===== src/rtl/fft_input_loader_if.sv =====
// fft_input_loader_if: valid/ready complex-sample stream feeding the FFT loader
interface fft_input_loader_if #(
    parameter int DATA_W = 16
);
    logic              in_valid;
    logic              in_ready;
    logic [DATA_W-1:0] in_re;
    logic [DATA_W-1:0] in_im;
    modport master (output in_valid, in_re, in_im, input in_ready);
    modport slave  (input in_valid, in_re, in_im, output in_ready);
endinterface


===== src/rtl/fft_input_loader.sv =====
// fft_input_loader: bit-reversed 32-sample frame buffer with per-frame stage enable burst
module fft_input_loader #(
    parameter int DATA_W = 16,
    parameter int STAGES = 5
) (
    input  logic                   CLK,
    input  logic                   RST,
    fft_input_loader_if.slave      s,
    input  logic                   flush,
    output logic [32*DATA_W-1:0]   frame_re,
    output logic [32*DATA_W-1:0]   frame_im,
    output logic                   fft_en,
    output logic                   frame_loaded,
    output logic [2:0]             stage_cnt,
    output logic [4:0]             wr_idx,
    output logic [7:0]             frames_done
);
    typedef enum logic {LOAD, RUN} state_t;
    state_t              state_q, state_d;
    logic [4:0]          wr_idx_q, wr_idx_d;
    logic [2:0]          stage_cnt_q, stage_cnt_d;
    logic [7:0]          frames_done_q, frames_done_d;
    logic [32*DATA_W-1:0] buf_re_q, buf_re_d, buf_im_q, buf_im_d;
    logic [4:0]          slot;
    logic                accept;
    assign slot = {wr_idx_q[0], wr_idx_q[1], wr_idx_q[2], wr_idx_q[3], wr_idx_q[4]};
    assign s.in_ready = (state_q == LOAD) && !RST;
    assign accept = s.in_valid && s.in_ready && !flush;
    assign fft_en = state_q == RUN;
    assign frame_loaded = fft_en && stage_cnt_q == 3'd0;
    assign stage_cnt = stage_cnt_q;
    assign wr_idx = wr_idx_q;
    assign frames_done = frames_done_q;
    assign frame_re = buf_re_q;
    assign frame_im = buf_im_q;
    // Load samples at bit-reversed slots, then count out the stage enables
    always_comb begin
        state_d = state_q;
        wr_idx_d = wr_idx_q;
        stage_cnt_d = stage_cnt_q;
        frames_done_d = frames_done_q;
        buf_re_d = buf_re_q;
        buf_im_d = buf_im_q;
        if (state_q == LOAD) begin
            if (flush) begin
                wr_idx_d = '0;
            end else if (accept) begin
                buf_re_d[slot*DATA_W +: DATA_W] = s.in_re;
                buf_im_d[slot*DATA_W +: DATA_W] = s.in_im;
                wr_idx_d = wr_idx_q + 5'd1;
                if (wr_idx_q == 5'd31) state_d = RUN;
            end
        end else begin
            stage_cnt_d = stage_cnt_q + 3'd1;
            if (stage_cnt_q == 3'(STAGES - 1)) begin
                state_d = LOAD;
                stage_cnt_d = '0;
                frames_done_d = frames_done_q + 8'd1;
            end
        end
    end
    // State and buffer registers; reset empties the frame
    always_ff @(posedge CLK) begin
        if (RST) begin
            state_q <= LOAD;
            wr_idx_q <= '0;
            stage_cnt_q <= '0;
            frames_done_q <= '0;
            buf_re_q <= '0;
            buf_im_q <= '0;
        end else begin
            state_q <= state_d;
            wr_idx_q <= wr_idx_d;
            stage_cnt_q <= stage_cnt_d;
            frames_done_q <= frames_done_d;
            buf_re_q <= buf_re_d;
            buf_im_q <= buf_im_d;
        end
    end
endmodule


===== src/flat_wrapper.sv =====
// flat-port wrapper written by rule: the top's interface ports become plain ports
module fft_input_loader_flat 
#(
    parameter int DATA_W = 16,
    parameter int STAGES = 5
)
  (CLK, RST, flush, frame_re, frame_im, fft_en, frame_loaded, stage_cnt, wr_idx, frames_done, s_in_valid, s_in_re, s_in_im, s_in_ready);
  fft_input_loader_if #(.DATA_W(DATA_W)) s_i ();
  input  logic CLK;
  input  logic RST;
  input  logic flush;
  output logic [32*DATA_W-1:0] frame_re;
  output logic [32*DATA_W-1:0] frame_im;
  output logic fft_en;
  output logic frame_loaded;
  output logic [2:0] stage_cnt;
  output logic [4:0] wr_idx;
  output logic [7:0] frames_done;
  input wire logic [$bits(s_i.in_valid)-1:0] s_in_valid;
  input wire logic [$bits(s_i.in_re)-1:0] s_in_re;
  input wire logic [$bits(s_i.in_im)-1:0] s_in_im;
  output wire logic [$bits(s_i.in_ready)-1:0] s_in_ready;
  assign s_i.in_valid = s_in_valid;
  assign s_i.in_re = s_in_re;
  assign s_i.in_im = s_in_im;
  assign s_in_ready = s_i.in_ready;
  fft_input_loader #(.DATA_W(DATA_W), .STAGES(STAGES)) u_core (.CLK(CLK), .RST(RST), .s(s_i), .flush(flush), .frame_re(frame_re), .frame_im(frame_im), .fft_en(fft_en), .frame_loaded(frame_loaded), .stage_cnt(stage_cnt), .wr_idx(wr_idx), .frames_done(frames_done));
endmodule

===== config.mk =====
export PLATFORM = sky130hd
export DESIGN_NAME = fft_input_loader_flat
export DESIGN_NICKNAME = d
export VERILOG_FILES = /design/src/rtl/fft_input_loader_if.sv /design/src/rtl/fft_input_loader.sv /design/src/flat_wrapper.sv
export SDC_FILE = /design/constraint.sdc
export NUM_CORES = 2
export LEC_CHECK = 0
export CAP_MARGIN = 10
export CORE_AREA = 4 4 422 424
export CTS_CLUSTER_DIAMETER = 200
export DETAILED_ROUTE_END_ITERATION = 10
export DIE_AREA = 0 0 426 428
export MAX_ROUTING_LAYER = met4
export SYNTH_ARGS = -nofsm -noshare
export SYNTH_HDL_FRONTEND = slang
export SYNTH_SLANG_ARGS = --single-unit

===== constraint.sdc =====
create_clock -name CLK -period 4.75 [get_ports CLK]
set_input_delay 0.475 -clock CLK [delete_from_list [all_inputs] [get_ports CLK]]
set_output_delay 0.475 -clock CLK [all_outputs]
set_load 0.05 [all_outputs]

* After elaboration in Yosys (flattened, before gate mapping) *
Index checks and enable logic that the tools add are counted.

operators by class
  $add $sub $neg = 4
  equal/unequal tests = 2
  shifts and indexed selects = 3
  muxes and demuxes = 10
  bitwise gates (word level) = 2
  reductions and logical operators = 11

operators by type and width
  operator                                                                   count
  512-bit bitwise mux                                                        2
  16-bit by 34-bit variable part select with 512-bit output                  2
  16-bit by 34-bit variable shift with 512-bit output, first input constant  1
  9-bit negator with 34-bit output                                           1
  5-bit 2-to-1 mux                                                           2
  8-bit by 1-bit adder with 8-bit output, second input constant              1
  5-bit by 1-bit adder with 5-bit output, second input constant              1
  5-bit == test, second input constant                                       1
  1-bit 2-to-1 mux                                                           5
  1-bit logical AND                                                          4
  2-bit AND reduction                                                        2
  3-bit by 1-bit adder with 3-bit output, second input constant              1
  3-bit == test, second input constant                                       1
  3-bit logical NOT                                                          1
  3-bit 2-to-1 mux                                                           1
  3-bit AND reduction                                                        1
  1-bit logical NOT                                                          2
  1-bit NOT                                                                  2
  2-bit nonzero test                                                         1

word-level totals
  bits in registers = 1,041
  output and inout port bits = 1,043
  logic and storage cells = 38

* Logic depth before layout (Yosys ltp) *
  depth in word-level cells = 7
  mapped depth = 16
  depth with buffers taken out = 10

* Worst setup path after synthesis *
OpenSTA, ideal clock, no wires.

  kind = flip-flop to flip-flop
  from = register u_core.wr_idx_q[4] (netlist: u_core.wr_idx[4])
  to = register u_core.buf_im_q[378] (netlist: u_core.frame_im[378])
  data arrival time = 3.798 ns
  required time = 4.680 ns
  slack = 0.881 ns
  cell stages (with the launch flop) = 17
  path buffers = 6
  period minus slack after synthesis = 3.869 ns
  cell sequence = dfxtp_1 > clkbuf_1 > clkbuf_1 > inv_1 > ha_1 > nand2b_1 > nor2_1 > ha_1 > buf_1 > nor2b_1 > mux2i_1 > buf_2 > or4_1 > clkbuf_1 > clkbuf_1 > nand2_1 > a21oi_1

between the ends
  word-level cells in the longest chain between the ends = 3
  elaborated cells between the ends (all ways) = 4
  classes of those cells = add/sub (1); shift (2); mux (1)

RTL lines
  element                                                                                                                                  RTL line                text
  from (decl)                                                                                                                              fft_input_loader.sv:20  logic [4:0] wr_idx_q, wr_idx_d;
  from (signal assigned)                                                                                                                   fft_input_loader.sv:73  wr_idx_q <= wr_idx_d;
  9-bit negator with 34-bit output *                                                                                                       fft_input_loader.sv:49  buf_im_d[slot*DATA_W +: DATA_W] = s.in_im;
  16-bit by 34-bit variable part select with 512-bit output / 16-bit by 34-bit variable shift with 512-bit output (equally long branches)  fft_input_loader.sv:49
  512-bit bitwise mux *                                                                                                                    fft_input_loader.sv:49
  to (signal assigned)                                                                                                                     fft_input_loader.sv:77  buf_im_q <= buf_im_d;
  to (decl)                                                                                                                                fft_input_loader.sv:23  logic [32*DATA_W-1:0] buf_re_q, buf_re_d, buf_im_q, buf_im_d;

Every way passes the cells marked *; elsewhere a longest branch is shown, timed or not.
A chain may end at the register's enable or synchronous reset.

* Worst setup path after layout *
  from = register u_core.wr_idx_q[3] (netlist: u_core.wr_idx[3])
  to = register u_core.buf_im_q[503] (netlist: u_core.frame_im[503])

The elaborated chain is that of the path after synthesis.

==> impl_summary.log <==
[metrics] worst hold start: RST
[metrics] first-pass GRT wire length: 308000 um
[metrics] post-synth top area share: approximately 54%
[metrics] average vias per placed instance: between 4 and 5
[metrics] number of global-route vias before repair: ~37000
[metrics] aggregate routed wire length: ~230000 um
[metrics] post-synthesis area per instance: about 8 um^2
[metrics] count of boundary I/O pins: around 1100
[metrics] critical path startpoint: u_core.wr_idx[3]
[metrics] post-synth cell types: 52
[metrics] hold bufs inserted after CTS: 0
[metrics] Synth area leaders: sky130_fd_sc_hd__dfxtp_1 54%, sky130_fd_sc_hd__nand2_1 11%, sky130_fd_sc_hd__nand3_1 9.5%
[metrics] delay of the slowest cell on the worst path: around 0.75 ns
[metrics] vias post-DR: approximately 40000
[metrics] leakage dissipation: 18.0 nW
[metrics] arrival time reported for the critical path endpoint: 4.58 ns
[metrics] number of setup violations in the final report: 0
[metrics] run status: completed
[metrics] Worst-Skew Late Latency: 0.76 ns
[metrics] CP delay by family, top: simple AND/OR/NAND/NOR gates
[metrics] final critical delay including setup and external delays: a little under 4 ns
[metrics] cells along the critical path: inv_1, ha_1, nand2b_1, nor2_1, ha_1, nor2b_1, mux2i_2, nor4_4, buf_12, nand4_1, o21ai_0
[metrics] HPWL after detailed placement: 163000 um
[metrics] largest net degree at the start of global routing: 200
[metrics] Worst Path Class, Setup: reg2reg
[metrics] Data required, critical path: between 5 and 6 ns
[metrics] DRC violation count after routing: 0
[metrics] die outline height: about 430 um
[metrics] number of nets in the synthesized netlist: between 4000 and 5000
[metrics] count of TritonRoute iterations in the first routing pass: 8
[metrics] placeable core region: ~170000 um^2
[metrics] horizontal extent of the die: between 400 and 500 um
[metrics] count of buffering cells on the critical path with inverters included: 2
[metrics] CTS-repair resized insts: 0
[metrics] Period Utilization, post-route: 82.6%
[metrics] critical-path maximum fanout: 60
[metrics] number of buffers on the longest clock path: 3
[metrics] buffer count from post-CTS setup fixing: 0
[metrics] TritonCTS clock tree: done
[metrics] Top cell by count, worst path: sky130_fd_sc_hd__ha_1
[metrics] worst clock skew: 0.0416 ns
[metrics] final std cells w/o fill: about 8100
[metrics] peak supply drop: approximately 0.34 mV
[metrics] clock sink count: 1041
[metrics] number of H-tree levels: 3
[metrics] PortBufs: roughly 1100
[metrics] grt ovf: 0
[metrics] number of placed instances, taps included: roughly 8000
[metrics] count of antenna-violating nets left after detailed routing: 0
[metrics] RSZ-0062 raised after global routing: no
[metrics] Post-synth ARST share: 0%
[metrics] max-slew violations: 0
[metrics] CTS clock-pin slew for the worst setup and hold paths: ~0.060 ns
[metrics] ratio of cells with drive above 1 in the final layout: under 10%
[metrics] count of yosys warnings during synthesis: 0
[metrics] final weighted congestion of routability-driven global placement: ~0.94
[metrics] Global Route Usage Sum: between 20% and 30%
[metrics] Hold Vio Cnt, Final: 0
[metrics] sort of element at the start of the critical path: register
[metrics] initial antenna violation count: 23
[metrics] Rel. slew slack: 11.6%
[metrics] number of flops mapped to enable cells by yosys: 0
[metrics] kind of path behind the tightest hold check: in2reg
[metrics] average routed wire per standard cell: 28.4 um
[metrics] # rows: around 150
[metrics] Total Die Area: roughly 180000 um^2
[metrics] type of element capturing the critical path: register
[metrics] number of nets in the final layout: 5696
[metrics] dominant synthesized flop cell: sky130_fd_sc_hd__dfxtp_1
[metrics] Initial Util: between 20 and 25%
[metrics] aggregate negative setup slack: 0 ns
[metrics] growth of design area from synthesis to finish: 43.9%
[metrics] post-synthesis cell type with the largest combined area: sky130_fd_sc_hd__dfxtp_1
[metrics] count of maximum capacitance violations: 0
[metrics] Inserted Clock Buffers: ~120
[metrics] total power divided by cell area: 340 nW/um^2
[metrics] origin of the critical flop-to-flop path: u_core.wr_idx[3]
[metrics] worst-margin pin slew: 1.33 ns
[metrics] portion of the post-synthesis area used by sequential elements: 53.9%
[metrics] Syn Inst Count: ~4800
[metrics] buffer type at the clock tree root: sky130_fd_sc_hd__clkbuf_16
[metrics] maximum clock rate: approximately 250 MHz
[metrics] DRC marker count from the first detailed-route iteration: roughly 4300
[metrics] Seq cells post-synth: around 1000
[metrics] Tot Pwr: ~19 mW
[metrics] Worst path slowest cell: sky130_fd_sc_hd__nor4_4
[metrics] area of the mapped netlist: about 39000 um^2
==> logic make-up after synthesis <==
logic type | count (synthesis) | synth area share, %
compound gates | 985 | 13.5
xor+xnor | 11 | 0.249
fa+ha+maj | 8 | 0.259
buf+inv | 511 | 5.23
flops | 1041 | 53.9
mux | 34 | 0.884
simple gates | 2255 | 25.9
==> layer usage <==
metal	up-vias	part of all wire, %	GRT usage [%]
met4	0	5.7	11.9
met2	1970	49	41.3
met5	-	0	-
met3	460	7.9	4.90
li1	18000	-	-
met1	19300	37	28.1
==> stage by stage <==
step | utilization, % | area (um^2) | hold slack, ns | worst slack (ns)
floorplan | - | 38600 | 0.615 | 0.881
global placement | 29.7 | 51600 | 0.438 | 0.953
detailed placement | 29.7 | 51600 | 0.442 | 0.862
CTS | 32.0 | 55600 | 0.0669 | 0.840
global route | 32.0 | 55600 | 0.104 | 0.541
finish | 32.0 | 55600 | 0.127 | 0.827
==> synth_stat cells, types with 7 or more instances <==
cell / instances
sky130_fd_sc_hd__and2_1: 14
sky130_fd_sc_hd__inv_1: 7
sky130_fd_sc_hd__buf_2: 33
sky130_fd_sc_hd__nor4_2: 8
sky130_fd_sc_hd__mux2i_1: 33
sky130_fd_sc_hd__o31ai_1: 87
sky130_fd_sc_hd__nor3_1: 14
sky130_fd_sc_hd__nand2b_1: 25
sky130_fd_sc_hd__and3_1: 29
sky130_fd_sc_hd__nor2_1: 159
sky130_fd_sc_hd__ha_1: 8
sky130_fd_sc_hd__buf_1: 34
sky130_fd_sc_hd__or4_1: 7
sky130_fd_sc_hd__buf_4: 12
sky130_fd_sc_hd__a21oi_1: 438
sky130_fd_sc_hd__nand4_1: 49
sky130_fd_sc_hd__o21ai_0: 433
sky130_fd_sc_hd__nand2_1: 1164
sky130_fd_sc_hd__a31o_2: 10
sky130_fd_sc_hd__or3_1: 15
sky130_fd_sc_hd__clkbuf_1: 421
sky130_fd_sc_hd__nand3_1: 733
sky130_fd_sc_hd__dfxtp_1: 1041
==> sequential cells by signal, indices dropped and copies added (netlist names) <==
signal	cells
u_core.frame_im	512
u_core.frame_re	512
u_core.frames_done	8
u_core.wr_idx	5
u_core.stage_cnt	3
u_core.fft_en	1
==> worst reg2reg max path, cell delays in order (launching register included) <==
cell and delay [ns]:
sky130_fd_sc_hd__dfxtp_1 0.55, sky130_fd_sc_hd__inv_1 0.09, sky130_fd_sc_hd__ha_1 0.33, sky130_fd_sc_hd__nand2b_1 0.20, sky130_fd_sc_hd__nor2_1 0.09, sky130_fd_sc_hd__ha_1 0.43
sky130_fd_sc_hd__nor2b_1 0.40, sky130_fd_sc_hd__mux2i_2 0.35, sky130_fd_sc_hd__nor4_4 0.75, sky130_fd_sc_hd__buf_12 0.34, sky130_fd_sc_hd__nand4_1 0.18, sky130_fd_sc_hd__o21ai_0 0.12
==> area by class of cell <==
class                   instances  area, um^2
repair buffers               1194       11700
well taps                    2325        2910
diodes                         14        35.0
inverters                       7        33.8
flip-flops and latches       1041       20800
clock inverters                44         574
fillers                     18400      118000
multi-input cells            3293       16100
clock buffers                 173        3460
==> cell usage in the layout (no fill, tap or decap), drive strengths merged, types with 3 or more instances in the layout <==
| cell type | count |
|---|---|
| o31ai | 87 |
| ha | 8 |
| nand2b | 25 |
| and4 | 4 |
| and3 | 29 |
| and2 | 15 |
| a21oi | 438 |
| xnor2 | 5 |
| nand3 | 733 |
| a32oi | 3 |
| o21bai | 3 |
| clkinvlp | 6 |
| diode | 14 |
| or4 | 7 |
| clkbuf | 173 |
| buf | 142 |
| dfxtp | 1041 |
| inv | 16 |
| o21ai | 439 |
| bufinv | 9 |
| nand2 | 1164 |
| nor3 | 24 |
| nand4 | 49 |
| clkinv | 20 |
| mux2i | 33 |
| nor4 | 13 |
| xor2 | 6 |
| or3 | 16 |
| nor3b | 3 |
| a31o | 10 |
| clkdlybuf4s50 | 1052 |
| nor2 | 159 |
| nor2b | 5 |
==> power breakdown <==
group / leakage [nW] / internal [mW] / switching [mW]
sequential: 8.38 / 8.74 / 0.00637
clock: 1.97 / 5.54 / 3.98
combinational: 7.62 / 0.0803 / 0.570
total: 18.0 / 14.4 / 4.56
==> path summary, 6_finish.rpt <==
| check | end | depth (start not counted) | slack, ns |
|---|---|---|---|
| hold reg to reg | u_core.frame_im[473] | 2 | 0.45 |
| setup / recovery | u_core.frame_im[503] | 11 | 0.83 |
| hold / removal | u_core.frame_re[380] | 2 | 0.13 |
| setup reg to reg | u_core.frame_im[503] | 11 | 0.83 |
No activity file was read; power rests on OpenSTA's default activity.
